--- config.mk ---
export PLATFORM = sky130hd
export DESIGN_NAME = kmu_result_stage_flat
export DESIGN_NICKNAME = d
export VERILOG_FILES = /design/src/rtl/kmu_pkg.sv /design/src/rtl/kmu_result_stage_if.sv /design/src/rtl/kmu_fifo2.sv /design/src/rtl/kmu_result_stage.sv /design/src/flat_wrapper.sv
export SDC_FILE = /design/constraint.sdc
export NUM_CORES = 1
export LEC_CHECK = 0
export BUFFER_PORTS_ARGS = -buffer_cell sky130_fd_sc_hd__buf_2
export CORE_MARGIN = 2
export CORE_UTILIZATION = 54
export DETAILED_ROUTE_END_ITERATION = 16
export GPL_ROUTABILITY_DRIVEN = 0
export PLACE_DENSITY = 0.83
export REMOVE_ABC_BUFFERS = 1
export SLEW_MARGIN = 5
export SYNTH_ARGS = -nofsm -noshare
export SYNTH_HDL_FRONTEND = slang
export SYNTH_SLANG_ARGS = --single-unit
--- constraint.sdc ---
create_clock -name clk -period 2.1 [get_ports clk]
set_clock_uncertainty 0.2 [all_clocks]
set_input_delay 0.315 -clock clk [delete_from_list [all_inputs] [get_ports clk]]
set_output_delay 0.315 -clock clk [all_outputs]
set_load 0.05 [all_outputs]
--- src/rtl/kmu_pkg.sv ---
// Shared types and constants for the KMU result stage.
// Entries are sized for the widest XLEN; narrower instances zero-fill the upper bits.
package kmu_pkg;

    localparam int         XLEN          = 64;
    localparam int         KMU_RES_DEPTH = 2;
    localparam logic [4:0] KMU_RD_ZERO   = 5'd0;

    typedef struct packed {
        logic [XLEN-1:0] result;
        logic [4:0]      rd;
    } kmu_res_t;

endpackage

--- src/rtl/kmu_result_stage_if.sv ---
// Bundle between the ZBKB unit, the result stage and the writeback mux.
// Both sides use valid/ready: a transfer happens on the rising edge where valid and ready are both high; valid must not depend on ready.
interface kmu_result_stage_if #(parameter int WIDTH = 32);

    logic             InValid;
    logic             InReady;
    logic [WIDTH-1:0] ZBKBResult;
    logic [4:0]       InRd;
    logic             InWOp;
    logic             FlushE;
    logic             OutValid;
    logic             OutReady;
    logic [WIDTH-1:0] OutResult;
    logic [4:0]       OutRd;
    logic [1:0]       Count;

    modport slave (
        input  InValid, ZBKBResult, InRd, InWOp, FlushE, OutReady,
        output InReady, OutValid, OutResult, OutRd, Count
    );

    modport master (
        output InValid, ZBKBResult, InRd, InWOp, FlushE, OutReady,
        input  InReady, OutValid, OutResult, OutRd, Count
    );

endinterface

--- src/rtl/kmu_fifo2.sv ---
// Generic 2-entry circular FIFO with synchronous flush and async active-low reset.
// Every output is a function of registers only, so nothing combinational reaches the ports.
module kmu_fifo2
    import kmu_pkg::*;
#(
    parameter type T = kmu_res_t
) (
    input  logic       clk,
    input  logic       rst_n,
    input  logic       i_flush,
    input  logic       i_push,
    input  T           i_data,
    output logic       o_ready,
    output logic       o_valid,
    input  logic       i_ready,
    output T           o_data,
    output logic [1:0] o_count
);

    localparam logic [1:0] FULL = 2'(KMU_RES_DEPTH);

    T           r_mem [2];
    logic       r_wr_ptr;
    logic       r_rd_ptr;
    logic [1:0] r_count;
    logic       w_push;
    logic       w_pop;

    // Full blocks the whole cycle even when a pop frees a slot at the same edge.
    assign o_ready = (r_count < FULL);
    assign o_valid = (r_count != 2'd0);
    assign o_data  = r_mem[r_rd_ptr];
    assign o_count = r_count;

    assign w_push = i_push && o_ready && !i_flush;
    assign w_pop  = o_valid && i_ready;

    always_ff @(posedge clk or negedge rst_n) begin
        if (!rst_n) begin
            r_mem[0] <= '0;
            r_mem[1] <= '0;
            r_wr_ptr <= 1'b0;
            r_rd_ptr <= 1'b0;
            r_count  <= 2'd0;
        end else if (i_flush) begin
            r_wr_ptr <= 1'b0;
            r_rd_ptr <= 1'b0;
            r_count  <= 2'd0;
        end else begin
            if (w_push) begin
                r_mem[r_wr_ptr] <= i_data;
                r_wr_ptr        <= !r_wr_ptr;
            end
            if (w_pop) begin
                r_rd_ptr <= !r_rd_ptr;
            end
            case ({w_push, w_pop})
                2'b10:   r_count <= r_count + 2'd1;
                2'b01:   r_count <= r_count - 2'd1;
                default: r_count <= r_count;
            endcase
        end
    end

endmodule

--- src/rtl/kmu_result_stage.sv ---
// Registered output stage behind the ZBKB unit: W-op sign extension, x0 write filter,
// and a 2-deep skid FIFO toward writeback.
module kmu_result_stage
    import kmu_pkg::*;
#(
    parameter int WIDTH = 32
) (
    input  logic              clk,
    input  logic              reset_n,
    kmu_result_stage_if.slave bus
);

    kmu_res_t        w_in_entry;
    kmu_res_t        w_head;
    logic [XLEN-1:0] w_ext_result;
    logic            w_push;
    logic            w_ready;
    logic            w_valid;
    logic [1:0]      w_count;
    logic            w_unused_bits;

    // packw on RV64 yields a 32-bit value that must be sign-extended from bit 31.
    always_comb begin
        w_ext_result = XLEN'(bus.ZBKBResult);
        if (WIDTH == 64 && bus.InWOp) begin
            w_ext_result = {{32{bus.ZBKBResult[31]}}, bus.ZBKBResult[31:0]};
        end
    end

    assign w_in_entry = '{result: w_ext_result, rd: bus.InRd};

    // Writes to x0 are consumed by the handshake but never enqueued; flush and
    // the ready gate are applied inside the FIFO.
    assign w_push = bus.InValid && (bus.InRd != KMU_RD_ZERO);

    kmu_fifo2 #(
        .T (kmu_res_t)
    ) u_fifo (
        .clk     (clk),
        .rst_n   (reset_n),
        .i_flush (bus.FlushE),
        .i_push  (w_push),
        .i_data  (w_in_entry),
        .o_ready (w_ready),
        .o_valid (w_valid),
        .i_ready (bus.OutReady),
        .o_data  (w_head),
        .o_count (w_count)
    );

    assign bus.InReady   = w_ready;
    assign bus.OutValid  = w_valid;
    assign bus.OutResult = w_head.result[WIDTH-1:0];
    assign bus.OutRd     = w_head.rd;
    assign bus.Count     = w_count;

    // Upper result bits are always zero when WIDTH=32.
    assign w_unused_bits = ^{w_head.result, bus.InWOp};

endmodule

--- src/flat_wrapper.sv ---
// flat-port wrapper written by rule: the top's interface ports become plain ports
module kmu_result_stage_flat import kmu_pkg::*;
#(
    parameter int WIDTH = 32
)
  (clk, reset_n, bus_InValid, bus_ZBKBResult, bus_InRd, bus_InWOp, bus_FlushE, bus_OutReady, bus_InReady, bus_OutValid, bus_OutResult, bus_OutRd, bus_Count);
  kmu_result_stage_if #(.WIDTH(WIDTH)) bus_i ();
  input  logic clk;
  input  logic reset_n;
  input wire logic [$bits(bus_i.InValid)-1:0] bus_InValid;
  input wire logic [$bits(bus_i.ZBKBResult)-1:0] bus_ZBKBResult;
  input wire logic [$bits(bus_i.InRd)-1:0] bus_InRd;
  input wire logic [$bits(bus_i.InWOp)-1:0] bus_InWOp;
  input wire logic [$bits(bus_i.FlushE)-1:0] bus_FlushE;
  input wire logic [$bits(bus_i.OutReady)-1:0] bus_OutReady;
  output wire logic [$bits(bus_i.InReady)-1:0] bus_InReady;
  output wire logic [$bits(bus_i.OutValid)-1:0] bus_OutValid;
  output wire logic [$bits(bus_i.OutResult)-1:0] bus_OutResult;
  output wire logic [$bits(bus_i.OutRd)-1:0] bus_OutRd;
  output wire logic [$bits(bus_i.Count)-1:0] bus_Count;
  assign bus_i.InValid = bus_InValid;
  assign bus_i.ZBKBResult = bus_ZBKBResult;
  assign bus_i.InRd = bus_InRd;
  assign bus_i.InWOp = bus_InWOp;
  assign bus_i.FlushE = bus_FlushE;
  assign bus_i.OutReady = bus_OutReady;
  assign bus_InReady = bus_i.InReady;
  assign bus_OutValid = bus_i.OutValid;
  assign bus_OutResult = bus_i.OutResult;
  assign bus_OutRd = bus_i.OutRd;
  assign bus_Count = bus_i.Count;
  kmu_result_stage #(.WIDTH(WIDTH)) u_core (.clk(clk), .reset_n(reset_n), .bus(bus_i));
endmodule
Word-level counts from Yosys, hierarchy flattened
Cells that the tools add are included.
- register bits: 142
- output and inout port bits: 41
- memories kept: 0
- RAM bits: 0
- memory bits (read-only): 0
- bits in latches: 0
- multiply operators: 0
- add/sub/neg operators: 2
- bitwise operators: 3
- equality and inequality tests: 2
- mux-type cells: 12
- shift operators: 0
- divide/modulo/power cells: 0
- $lt $le $gt $ge: 4
- reductions and logical operators: 14
- operators with widths (operator ; number):
    bitwise mux 138 bit ; 1
    2-to-1 mux 37 bit ; 3
    demux 69 bit (select 1 bit) ; 1
    2-to-1 mux 69 bit ; 1
    nonzero test 2 bit ; 3
    logical AND 1 bit ; 5
    nonzero test 5 bit ; 1
    >= comparator 2 bit (second input constant) ; 2
    2-to-1 mux 1 bit ; 4
    inverter 1 -> 2 bit ; 2
    one-hot mux 2 bit (2 select lines) ; 1
    logical NOT 1 bit ; 3
    nonzero test 3 bit ; 1
    adder 2 x 1 -> 2 bit (second input constant) ; 1
    equality test 2 x 1 -> 1 bit (second input constant) ; 1
    equality test 2 bit (second input constant) ; 1
    < comparator 2 x 1 -> 1 bit (second input constant) ; 1
    < comparator 2 bit (second input constant) ; 1
    2-to-1 mux 2 bit ; 1
    AND reduction 2 bit ; 1
    subtractor 2 x 1 -> 2 bit (second input constant) ; 1
    inverter 1 bit ; 1

Longest topological paths before layout
Gate-level depths: netlist (run 1).
- depth after elaboration: 7
- mapped depth: 6
- gate-level depth less buffers: 4

Hierarchy
A second synthesis (run 1) with hierarchy kept.
- cell total of the unflattened synthesis: 393
- area, all modules: 6158.4 µm²
- by module, submodules not included (module ; area an instance (µm²) ; cells each ; times used):
    kmu_fifo2 ; 6139.6 ; 390 ; 1
    kmu_result_stage ; 18.8 ; 3 ; 1

Worst setup path before layout (run 1)
OpenSTA, ideal clock, no wires.
- kind: reg2reg
- start: register u_core.u_fifo.r_count[1] (netlist: u_core.u_fifo.o_count[1])
- end: register u_core.u_fifo.r_mem[0] (netlist name)
- path slack: -182 ps
- cell stages (with the launch flop): 7
- period minus slack after synthesis: 2282 ps
- data arrival time: 1957 ps
- cells stage by stage: dfrtp_1 > inv_1 > o211a_4 > nand3b_4 > buf_12 > buf_12 > mux2_4
- longest elaborated chain between the ends: 4
- ends and longest elaborated chain (element ; RTL line ; text):
    start, declared ; kmu_fifo2.sv:25 ; logic [1:0] r_count;
    start signal, assigned ; kmu_fifo2.sv:58 ; 2'b10: r_count <= r_count + 2'd1;
    start signal, assigned ; kmu_fifo2.sv:59 ; 2'b01: r_count <= r_count - 2'd1;
    start signal, assigned ; kmu_fifo2.sv:60 ; default: r_count <= r_count;
    < comparator 2 bit ; kmu_fifo2.sv:30 ; assign o_ready = (r_count < FULL);
    via bus_InReady ; flat_wrapper.sv:16 ; output wire logic [$bits(bus_i.InReady)-1:0] bus_InReady;
    logical AND 1 bit (2 in series) ; kmu_fifo2.sv:35 ; assign w_push = i_push && o_ready && !i_flush;
    AND reduction 2 bit (no line) ; -- ;
    end signal, assigned by index ; kmu_fifo2.sv:51 ; r_mem[r_wr_ptr] <= i_data;
    end, declared ; kmu_fifo2.sv:22 ; T r_mem [2];
The timed path passes the listed nets, and every way through them passes these cells.
A chain may end at the register's enable or synchronous reset.

Worst setup path after layout (run 1)
- start: register u_core.u_fifo.r_rd_ptr
- end: output bus_OutResult[21]
- longest elaborated chain between the ends: 4
- ends and longest elaborated chain (element ; RTL line ; text):
    start, declared ; kmu_fifo2.sv:24 ; logic r_rd_ptr;
    start signal, assigned ; kmu_fifo2.sv:55 ; r_rd_ptr <= !r_rd_ptr;
    inverter 1 -> 2 bit (not written as such) ; kmu_fifo2.sv:32 ; assign o_data = r_mem[r_rd_ptr];
    2-to-1 mux 37 bit (not written as such) (3 in series) ; kmu_fifo2.sv:32 ;
    end, declared ; flat_wrapper.sv:18 ; output wire logic [$bits(bus_i.OutResult)-1:0] bus_OutResult;
Every way passes these cells. The select of a mux whose other input is x is not followed.

==> results of run 1 <==
==> path summary, 6_finish.rpt <==
path	to	slack, ns
max	bus_OutResult[21]	0.08
min	u_core.u_fifo.r_mem[12]	0.02
max reg2reg	u_core.u_fifo.r_mem[21]	0.41
min reg2reg	u_core.u_fifo.r_mem[35]	0.30
max in group asynchronous	u_core.u_fifo.r_mem[30]	0.92
min in group asynchronous	u_core.u_fifo.r_mem[81]	0.21
==> sequential cells by signal, indices dropped and copies added, names as in the netlist <==
signal	flops
u_core.u_fifo.o_count	2
u_core.u_fifo.r_rd_ptr	1
u_core.u_fifo.r_mem	74
u_core.u_fifo.r_wr_ptr	1
==> cell families (layout without fill, tap and decap cells) <==
| logic type | count (synthesis) | count (layout) | share of synthesized area (%) |
|---|---|---|---|
| mux | 111 | 111 | 37.9 |
| flops | 78 | 78 | 54.2 |
| buf+inv | 13 | 113 | 3.79 |
| simple gates | 10 | 10 | 1.95 |
| compound gates | 7 | 7 | 1.46 |
| xor+xnor | 3 | 3 | 0.730 |
==> final cells by class <==
cell class	count	share of cell area (%)
flip-flops and latches	78	44.9
multi-input cells	131	34.8
repair buffers	96	13.9
clock buffers	12	3.57
clock inverters	3	0.461
inverters	2	0.173
well taps	77	2.22
==> metrics by stage <==
step	setup WS (ns)	power, W	cell area (µm²)	TNS (ns)	hold slack (ns)
floorplan	-0.413	0.00371	3470	-22.36	-0.181
global placement	-0.141	0.00406	4150	-6.68	0.0315
detailed placement	-0.159	0.00413	4150	-7.45	0.0348
CTS	0.0303	0.00515	4340	0	0.000942
global route	0.0248	0.00535	4350	0	0.0128
finish	0.0814	0.00510	4350	0	0.0158
==> routing by layer <==
layer	GRT usage, %	wire, µm
met5	0	0
met4	7.36	94
met3	5.20	393
met2	31.5	3260
met1	24.8	2810
==> synth_stat cells, drive strengths merged, types with 2 or more instances <==
master	instances
dfrtp	78
mux2	111
xor2	2
nand2	2
inv	2
clkbuf	2
nor2	4
a21oi	2
buf	9
o21ai	2
==> cell usage in the layout (no fill, tap or decap), types with 2 or more instances in the layout <==
master	netlist	final
xor2_1	2	2
mux2_2	81	81
inv_1	2	2
buf_12	4	6
a21oi_1	2	2
clkbuf_8	0	11
buf_4	0	7
o21ai_0	2	2
mux2_4	30	30
buf_2	0	81
dfrtp_1	78	77
clkinvlp_4	0	2
nor2_1	4	4
==> power groups by stage <==
| stage | sequential, W | clock [W] | combinational [W] |
|---|---|---|---|
| 2_1_floorplan | 0.00212 | 0 | 0.00158 |
| 3_3_place_gp | 0.00214 | 0 | 0.00192 |
| 3_5_place_dp | 0.00218 | 0 | 0.00196 |
| 4_1_cts | 0.00215 | 0.00103 | 0.00197 |
| 5_1_grt | 0.00221 | 0.00108 | 0.00206 |
| 6_report | 0.00215 | 0.000997 | 0.00195 |
==> what timing repair did <==
item	in CTS	in global routing
setup endpoints to repair	20	1
gates resized for setup	1	1
hold buffers	1	0
endpoints found under the hold margin	42	0
==> key figures, run 1 <==
Worst hold path
  – Min-Delay Path Class: in2reg
  – Hold Startpoint: bus_ZBKBResult[7]
  – Hold Path Depth: 2

Setup path
  – CP Data Arrival Time: 1.50 ns
  – Critical Path Stages: 3
  – CP Capture Type: output pin
  – WS Path Type: reg2out
  – Worst R2R Path Depth: 5
  – Worst EP required: 1.58 ns
  – Crit path buffers/inverters: 2
  – Crit path cell chain: buf_8 -> mux2_2 -> buf_2
  – CP delay by family, top: buffers and inverters
  – Worst path slowest cell: dfrtp_2
  – Max stage delay on crit path: 0.39 ns
  – Max FO, Critical Path: 20
  – Reg-to-reg startpoint: u_core.u_fifo.o_count[1]
  – Startpoint types: flip-flop
  – CP Launch Point: u_core.u_fifo.r_rd_ptr

STA
  – Minimum clock period: 2.02 ns
  – Final hold violation count: 0
  – Setup-failing EPs final: 0
  – RSZ-0062 raised after global routing: no
  – Final Cycle Share: 96.1%
  – Max-slew violations: 0
  – Worst slew margin: 79.1%
  – Fmax achieved: 495 MHz
  – Worst Max-Slew Pin Slew: 0.313 ns

Floorplanning
  – Die width: 85.6 µm
  – I/O pins: 84
  – Die Y: 85.6 µm
  – Die area: 7340 µm²
  – Core area: 6390 µm²
  – Starting Density: 56.4%
  – Standard-cell rows: 29

Clock network
  – H-tree levels: 3
  – # Post-CTS Setup Buffers: 0
  – Clock Path Buffers: 2
  – CTS Sinks: 78
  – Clock-pin slew on the worst setup and hold paths: 0.09 ns
  – Insertion delay to the later sink of the worst-skew pair: 0.33 ns
  – CTS tree: built
  – Total CTS buffers: 9
  – CTS root buffer: clkbuf_8

Routing
  – Routed vias: 2,142
  – Final antenna-violating net count: 0
  – Routed WL per cell: 16.4 µm
  – Via density per instance: 5.37
  – DRC Markers: 0
  – Final WL: 6560 µm
  – 1st-pass router iterations: 4
  – DRT iter0 DRCs: 66

Synth
  – Mapped Cells: 222
  – Top post-synthesis cells by area: dfrtp_1, mux2_2, mux2_4
  – Number of synthesized flops with an enable pin: 0
  – Seq cells post-synth: 78
  – Post-synthesis cell area: 3600 µm²
  – Yosys top cell area share: 54.2%
  – Yosys warnings: 0
  – Register area share after synthesis: 54.2%
  – Ys async rst share: 100%
  – Post-synthesis cell type with the largest combined area: dfrtp_1
  – Synth Area per Inst: 16.2 µm²
  – Most used DFF post-synth: dfrtp_1
  – Distinct cells, synth: 22

Placement
  – Hpwl dp: 4680 µm
  – Port buffer count: 82
  – Placed cell count: 383

Power
  – PD cells: 1170 nW/µm²
  – Clk pwr share: 19.6%
  – Leakage: 2.13 nW
  – Internal Dissipation: 0.00325 W
  – Sw Share: 36.3%
  – P_sw: 0.00185 W
  – Worst vdd ir: 0.686 mV
  – Reg power frac: 42.2%
  – Comb power frac: 38.2%

Layout
  – # fillers: 451
  – Final Non-Filler Cells: 399
  – P&R area growth vs syn: 20.8%
  – Area taken by multi-input logic gates: 1510 µm²
  – Post-layout net count: 361
  – N_diodes: 0
  – Share of cells above drive strength 1: 69.9%
  – Utilization after layout: 68.1%
  – Reg area: 1950 µm²

Global route
  – Vias in the first global route: 2,333
  – GRT Util Overall: 19.3%
  – Initial antenna violation count: 0
  – First-pass GRT wire length: 11,000 µm
  – Pin count of the biggest net entering global routing: 39
  – Grt total ovfl: 0

Job
  – Max-cap violations: 0

Outcome
  – Run status: complete, no violations
Note: power is estimated with default switching activity, not from simulation.
==> inputs of run 2 (changes only) <==
Settings changed: CAP_MARGIN set to 20, GPL_TIMING_DRIVEN set to 0.
==> run 2 against run 1 <==
Against the previous run: total power is 6.6% higher; wire length is 10% higher; final cell count is 0.75% higher; critical endpoint is now bus_OutResult[19].
==> key figures, run 2 (synthesized netlist as in run 1, its figures left out) <==
Outcome
  – Run status: complete, no violations

Layout
  – Utilization after layout: 69.6%
  – Max reg flops: 74
  – N_diodes: 0
  – P&R area growth vs syn: 23.5%
  – Commonest non-fill, non-tap cell in the layout: mux2_2
  – Biggest register: u_core.u_fifo.r_mem
  – Share of cells above drive strength 1: 67.4%
  – Post-layout net count: 363
  – Most frequent cells in the layout: mux2_2, dfrtp_1, buf_2

STA
  – Minimum clock period: 2.07 ns
  – Worst slew margin: 69.7%
  – Worst hold margin: 0.0168 ns
  – Final hold violation count: 0
  – Fmax achieved: 484 MHz
  – Setup-failing EPs final: 0
  – Final WS setup: 0.0331 ns
  – Worst Max-Slew Pin Slew: 0.455 ns
  – Final Cycle Share: 98.4%
  – RSZ-0062 raised after global routing: yes
  – Max-slew violations: 0

Power
  – Leakage: 2.17 nW
  – Clk pwr share: 23.6%
  – Reg power frac: 39.8%
  – P_sw: 0.00188 W
  – Worst vdd ir: 0.935 mV
  – Internal Dissipation: 0.00355 W
  – Final Total Pwr: 0.00543 W
  – Comb power frac: 36.6%
  – PD cells: 1220 nW/µm²
  – Sw Share: 34.6%

Clock network
  – CTS root buffer: clkbuf_8
  – Total CTS buffers: 9
  – Insertion delay to the later sink of the worst-skew pair: 0.34 ns
  – CTS Sinks: 78
  – CTS tree: built
  – H-tree levels: 3
  – Clock-pin slew on the worst setup and hold paths: 0.08 ns
  – Clock Path Buffers: 2

Job
  – Max-cap violations: 0

Global route
  – Vias in the first global route: 2,403
  – Initial antenna violation count: 0
  – Grt total ovfl: 0
  – GRT Util Overall: 21.3%
  – First-pass GRT wire length: 11,800 µm
  – Pin count of the biggest net entering global routing: 47

Setup path
  – Max FO, Critical Path: 10
  – Startpoint types: flip-flop
  – Worst EP required: 1.58 ns
  – CP Data Arrival Time: 1.55 ns
  – WS Path Type: reg2out
  – CP Capture Type: output pin

Routing
  – 1st-pass router iterations: 4
  – Routed WL per cell: 17.9 µm
  – Routed vias: 2,146
  – DRC Markers: 0
  – Final WL: 7210 µm
  – Via density per instance: 5.34
  – Final antenna-violating net count: 0
  – DRT iter0 DRCs: 45

Floorplanning
  – Core area: 6390 µm²
  – Die Y: 85.6 µm
  – I/O pins: 84
  – Die area: 7340 µm²
  – Die width: 85.6 µm
  – Standard-cell rows: 29
  – Starting Density: 56.4%

Placement
  – Hpwl dp: 4340 µm
  – Dpl ws: -0.507 ns
  – Port buffer count: 82

Worst hold path
  – Min-Delay Path Class: in2reg
## run 2: cell count changes in the layout (fill, tap and decap cells not counted), sizes merged
cell and change:
nand3b +1, dlygate4sd3 +9, clkinvlp -2, bufinv +2
buf -8, clkbuf +1
## run 2: worst max-delay path, stage by stage, from the launching register on
cell and delay, ns:
dfrtp_4 0.47, buf_6 0.18, mux2_2 0.35, buf_2 0.21
## run 2: power by group through the flow
stage                     logic [W]  clock network, W  registers, W
after floorplan             0.00158                 0       0.00212
after global routing        0.00210           0.00137       0.00221
final                       0.00199           0.00128       0.00216
after CTS                   0.00198           0.00132       0.00216
after detailed placement    0.00190                 0       0.00220
after global placement      0.00185                 0       0.00217
## run 2: worst paths after layout
kind / start / depth (start not counted) / slack [ns] / endpoint
hold / removal: bus_ZBKBResult[3] / 2 / 0.02 / u_core.u_fifo.r_mem[8]
hold reg to reg: u_core.u_fifo.r_mem[34] / 1 / 0.30 / u_core.u_fifo.r_mem[34]
setup reg to reg: u_core.u_fifo.o_count[1] / 4 / 0.13 / u_core.u_fifo.r_mem[22]
setup / recovery: u_core.u_fifo.r_rd_ptr / 3 / 0.03 / bus_OutResult[19]
max in group asynchronous: reset_n / 3 / 0.86 / u_core.u_fifo.r_mem[105]
min in group asynchronous: reset_n / 2 / 0.28 / u_core.u_fifo.r_mem[79]
## run 2: stage by stage
| stage | instance area, µm² | setup TNS [ns] | cells |
|---|---|---|---|
| 6_report | 4450 | 0 | 402 |
| 5_1_grt | 4450 | -0.706 | 402 |
| 4_1_cts | 4430 | 0 | 402 |
| 3_5_place_dp | 4010 | -30.20 | 371 |
| 3_3_place_gp | 3980 | -49.91 | 370 |
| 2_1_floorplan | 3470 | -22.36 | 211 |
## run 2: cell type report
class / count / area [µm²]
flip-flops and latches: 78 / 1960
fillers: 452 / 1940
multi-input cells: 132 / 1540
repair buffers: 97 / 613
clock buffers: 13 / 169
well taps: 77 / 96.3
clock inverters: 3 / 65.1
inverters: 2 / 7.51
## run 2: timing repair
action | CTS | global route
cloned | 1 | 0
resized for setup | 3 | 13
setup endpoints to repair | 74 | 33
setup buffers | 4 | 0
hold buffers | 10 | 0
endpoints found under the hold margin | 42 | 0
## run 2: layer usage
metal  global-route usage (%)  part of all wire [%]
met5                        0                     0
met4                     5.34                  0.87
met3                     8.28                   5.8
met1                     26.6                    43
met2                     35.2                    50
